### src/rtl/trace_tx_buffer.sv
// Trace byte FIFO feeding a UART transmitter, with overflow accounting and a one-shot
// overflow marker byte inserted into the stream after data loss.
module trace_tx_buffer #(
    parameter int unsigned DEPTH_LOG2   = 4,
    parameter logic [7:0]  OVF_MARKER   = 8'hA5,
    parameter int unsigned BUSY_TIMEOUT = 4
) (
    input  logic                  clk,
    input  logic                  rst,
    input  logic                  in_valid,
    input  logic [7:0]            in_byte,
    input  logic                  tx_busy,
    input  logic                  clr_ovf,
    output logic                  tx_start,
    output logic [7:0]            tx_byte,
    output logic [DEPTH_LOG2:0]   level,
    output logic                  ovf,
    output logic [7:0]            drop_count
);

    localparam int unsigned DEPTH = 2 ** DEPTH_LOG2;
    localparam int unsigned CNT_W = $clog2(BUSY_TIMEOUT + 1);

    typedef enum logic [1:0] {Idle, Start, WaitBusy, WaitDone} state_e;

    state_e                  state_q, state_d;
    logic [1:0]              rst_sync_q;
    logic                    run;
    logic [7:0]              mem_q [DEPTH];
    logic [DEPTH_LOG2-1:0]   wr_ptr_q, rd_ptr_q;
    logic                    marker_pending_q;
    logic [CNT_W-1:0]        cnt_q;
    logic                    full, empty, pop, push_data, push_mark, wr_en, drop;
    logic [7:0]              wr_data;
    logic                    tx_start_d, cnt_clr, cnt_inc;

    // Logic stays inert until reset release has passed through two flops.
    always_ff @(posedge clk or negedge rst) begin
        if (!rst) rst_sync_q <= 2'b00;
        else      rst_sync_q <= {rst_sync_q[0], 1'b1};
    end
    assign run = rst_sync_q[1];

    assign full      = level[DEPTH_LOG2];
    assign empty     = (level == '0);
    assign push_data = run && in_valid && (!full || pop);
    assign drop      = run && in_valid && full && !pop;
    assign push_mark = run && marker_pending_q && !in_valid && !full;
    assign wr_en     = push_data || push_mark;
    assign wr_data   = in_valid ? in_byte : OVF_MARKER;

    always_ff @(posedge clk) begin
        if (wr_en) mem_q[wr_ptr_q] <= wr_data;
    end

    always_ff @(posedge clk or negedge rst) begin
        if (!rst) begin
            wr_ptr_q         <= '0;
            rd_ptr_q         <= '0;
            level            <= '0;
            marker_pending_q <= 1'b0;
            ovf              <= 1'b0;
            drop_count       <= 8'h00;
        end else begin
            if (wr_en) wr_ptr_q <= wr_ptr_q + DEPTH_LOG2'(1);
            if (pop)   rd_ptr_q <= rd_ptr_q + DEPTH_LOG2'(1);
            if (wr_en && !pop)      level <= level + (DEPTH_LOG2 + 1)'(1);
            else if (!wr_en && pop) level <= level - (DEPTH_LOG2 + 1)'(1);
            if (drop)           marker_pending_q <= 1'b1;
            else if (push_mark) marker_pending_q <= 1'b0;
            // A drop in the same cycle as a clear restarts the count at one.
            if (drop) begin
                ovf <= 1'b1;
                if (clr_ovf)                  drop_count <= 8'd1;
                else if (drop_count != 8'hFF) drop_count <= drop_count + 8'd1;
            end else if (clr_ovf) begin
                ovf        <= 1'b0;
                drop_count <= 8'h00;
            end
        end
    end

    always_ff @(posedge clk or negedge rst) begin
        if (!rst) state_q <= Idle;
        else      state_q <= state_d;
    end

    always_comb begin
        state_d = state_q;
        unique case (state_q)
            Idle:     if (pop) state_d = Start;
            Start:    state_d = WaitBusy;
            WaitBusy: begin
                if (tx_busy)                                state_d = WaitDone;
                else if (cnt_q == CNT_W'(BUSY_TIMEOUT - 1)) state_d = Idle;
            end
            WaitDone: if (!tx_busy) state_d = Idle;
            default:  state_d = Idle;
        endcase
    end

    always_comb begin
        pop        = run && (state_q == Idle) && !empty;
        tx_start_d = (state_q == Start);
        cnt_clr    = (state_q == Start);
        cnt_inc    = (state_q == WaitBusy) && !tx_busy;
    end

    // tx_start is registered, so it rises the cycle after Start.
    always_ff @(posedge clk or negedge rst) begin
        if (!rst) begin
            tx_start <= 1'b0;
            tx_byte  <= 8'h00;
            cnt_q    <= '0;
        end else begin
            tx_start <= tx_start_d;
            if (pop) tx_byte <= mem_q[rd_ptr_q];
            if (cnt_clr)      cnt_q <= '0;
            else if (cnt_inc) cnt_q <= cnt_q + CNT_W'(1);
        end
    end

endmodule

### config.mk
export PLATFORM = sky130hd
export DESIGN_NAME = trace_tx_buffer
export DESIGN_NICKNAME = d
export VERILOG_FILES = /design/src/rtl/trace_tx_buffer.sv
export SDC_FILE = /design/constraint.sdc
export NUM_CORES = 1
export LEC_CHECK = 0
export BUFFER_PORTS_ARGS = -buffer_cell sky130_fd_sc_hd__buf_2
export CAP_MARGIN = 5
export CORE_ASPECT_RATIO = 0.5
export CORE_MARGIN = 3
export CORE_UTILIZATION = 55
export DETAILED_ROUTE_END_ITERATION = 8
export GPL_TIMING_DRIVEN = 0
export PLACE_DENSITY_LB_ADDON = 0.25
export SYNTH_ARGS = -nofsm -noshare
export SYNTH_HDL_FRONTEND = slang
export SYNTH_SLANG_ARGS = --single-unit
### constraint.sdc
create_clock -name clk -period 3.02 [get_ports clk]
set_clock_uncertainty 0.1 [all_clocks]
set_input_delay 0.151 -clock clk [delete_from_list [all_inputs] [get_ports clk]]
set_output_delay 0.151 -clock clk [all_outputs]
set_load 0.03 [all_outputs]
==> metrics <==
status=complete, no violations; dpl cell area=7370 um^2; vias per cell=5.83; Worst Path Required=3.25 ns; Power Dens Cells=947 nW/um^2; Crit Path Class=flop to flop; Worst Tran Pin Value=0.949 ns; First DRT Iteration DRCs=between 300 and 400; Top FF cell, synth=edfxtp_1; FF-to-FF End=level[4]$_DFFE_PN0P_; EDFF count, synth=128; syn avg cell area=17.1 um^2; Final ANT Viol Nets=0; CTS Root Cell=clkbuf_16; vias=3765; count leader, synth=edfxtp_1; clock latency on the worst-skew pair=0.42 ns; final instance count without filler cells=646; first-pass GRT wire length=21700 um; pin count of the biggest net entering global routing=40; FF-to-FF path depth=10; core area=~12000 um^2; XOR/XNOR Fraction of Synth Area=under 10%; Clk pin slew, worst setup/hold paths=0.06 ns; share of layout cells above drive strength 1=24.5%; Wirelength per Cell=21.4 um; DRC errors left=0; Reg-to-Reg Start=level[1]$_DFFE_PN0P_; Fin Setup TNS=0 ns; Final Cycle Share=between 90% and 100%; crit-path max FO=5; post-synth cell types=43; Worst EP arrival=3.13 ns; count of final hold-check violations=0; CTS Buf Count=17; unrepaired setup endpoints after global routing=no; Hold Path Origin=clr_ovf; Hold Crit Depth=2; Peak supply drop=about 0.00055 V; min-delay worst type=input port to flop; hold path endpoint=drop_count[5]$_DFFE_PN0P_; die area=14200 um^2; number of global-route vias before repair=3787; port bufs=34; minimum clock period=a little under 3 ns; design area=8050 um^2; CTS tree=yes; Gate Count Post-Synth=~410; Overflow after GRT=0; final setup margin=~0.12 ns; Placed Cells incl. Taps=608; Die Y=~86 um; Fmax achieved=345 MHz; commonest cells in the netlist=edfxtp_1, dfrtp_1, mux4_2; post-synthesis sequential area ratio=68.9%; Synth Area in Adders=2.43%; top cell type's share of synthesized area=55.0%; initial antenna violation count=1; Max Cap Violations=0; Ports=36; largest family of logic cells by synthesized area=multiplexers; WL final=13900 um; CTS sink cnt=167; final setup fails=0; Worst Setup End Kind=flop; CP Launch Type=flop; Initial Utilization=57.7%; Post-DP HPWL=8990 um; Yosys top cell by area=edfxtp_1; syn nets=435; H-Tree Depth=4; Pre-antenna DRT Iters=5; post-synthesis mux area share=12.7%; die span in x=165 um; GRT Overall Usage=around 21%; row count=28; leakage power=~3 nW; Reg2Reg Setup Slack=roughly 0.12 ns; Pins Over Slew Limit=0; total power=7.62 mW; routability cong.=0.752; post-synthesis compound-gate area fraction=under 10%; Ys Warns=0; Rel. slew slack=around 37%; pre-CTS WS=-0.358 ns; Synth Cell Area=6990 um^2; asr flop ratio synth=23.4%; simple-gate portion of the synthesized area=6.34%; nets=around 490; largest cells by area after synthesis=edfxtp_1, dfrtp_1, mux4_2; Antenna Cells=0; area grow syn2layout=15.1%; CTS max path bufs=2; Seq cells post-synth=around 170
==> what timing repair did <==
item                       CTS  global route
setup endpoints to repair    2             2
resized for setup            8             7
hold endpoints to repair    41             0
hold buffers                 2             0
setup buffers                2             2
pin swaps                    1             1
==> final cells by class <==
| type | count | area (um^2) |
|---|---|---|
| clock inverters | 13 | 146 |
| multi-input cells | 209 | 2020 |
| repair buffers | 40 | 220 |
| clock buffers | 19 | 443 |
| well taps | 165 | 206 |
| flip-flops and latches | 167 | 4820 |
| fillers | 815 | 4080 |
| inverters | 10 | 37.5 |
| plain buffers | 23 | 151 |
==> layer usage <==
metal | vias up | global-route usage, % | share of wire, %
met2 | 146 | 32.2 | 46
met1 | 1884 | 29.9 | 43
met3 | 25 | 7.96 | 9.1
met5 | - | 0 | 0.10
li1 | 1708 | - | -
met4 | 2 | 6.72 | 1.9
==> how the worst max path moves through the flow <==
stage,start,endpoint,slack [ns],cells past startpoint
final,level[1]$_DFFE_PN0P_,level[4]$_DFFE_PN0P_,0.12,10
after global routing,state_q[0]$_DFFE_PN0P_,level[4]$_DFFE_PN0P_,0.0009,12
after floorplan,level[1]$_DFFE_PN0P_,level[4]$_DFFE_PN0P_,0.01,10
after detailed placement,level[0]$_DFFE_PN0P_,level[4]$_DFFE_PN0P_,-0.36,10
after CTS,level[1]$_DFFE_PN0P_,level[4]$_DFFE_PN0P_,0.06,10
after global placement,level[0]$_DFFE_PN0P_,level[4]$_DFFE_PN0P_,-0.34,10
==> where the power goes <==
| group | internal, mW | switching, mW |
|---|---|---|
| sequential | 2.79 | 0.191 |
| clock | 1.25 | 0.897 |
| combinational | 1.11 | 1.37 |
| total | 5.15 | 2.46 |
==> worst max-delay path: stages, from the launching register on <==
cell and delay, ns:
dfrtp_2 0.44, or4_4 0.56, o211ai_4 0.22, buf_8 0.12, ha_1 0.16, inv_1 0.11
fa_2 0.37, a21o_1 0.16, a21oi_1 0.18, mux2i_1 0.23, xnor2_1 0.14
==> state kept, by name (all words and copies together) (netlist names) <==
signal	cells
cnt_q	3
drop_count	8
level	5
marker_pending_q	1
mem_q	128
ovf	1
rd_ptr_q	4
rst_sync_q	2
state_q	2
tx_byte	8
tx_start	1
wr_ptr_q	4
==> metrics by stage <==
stage / util [%] / hold slack, ns
finish: 66.4 / 0.00581
global route: 66.4 / 0.0668
CTS: 66.2 / 0.000646
detailed placement: 60.8 / 0.251
global placement: 60.8 / 0.236
floorplan: - / -0.245
==> logic make-up (layout without fill, tap and decap cells) <==
| kind of cell | after synthesis | in the layout |
|---|---|---|
| adders and majority gates | 13 | 13 |
| and+or+nand+nor | 84 | 84 |
| muxes | 45 | 45 |
| xor gates and xnor gates | 16 | 16 |
| other | 1 | 1 |
| DFF | 167 | 167 |
| AOI/OAI and AO/OA | 50 | 50 |
| buffers and inverters | 33 | 105 |
==> layout by cell type (no fill, tap or decap), types with 9 or more instances in the layout <==
cell type and count:
a21oi_1 16, nor2b_1 12, and3_1 13, clkbuf_16 17, buf_2 40, mux2i_1 10, xnor2_1 11, edfxtp_1 128
nor2_1 18, nand2_1 11, ha_1 12, mux4_2 24, dfrtp_1 36, clkbuf_1 10, and2_1 9, inv_1 10
No activity file was read; power rests on OpenSTA's default activity.
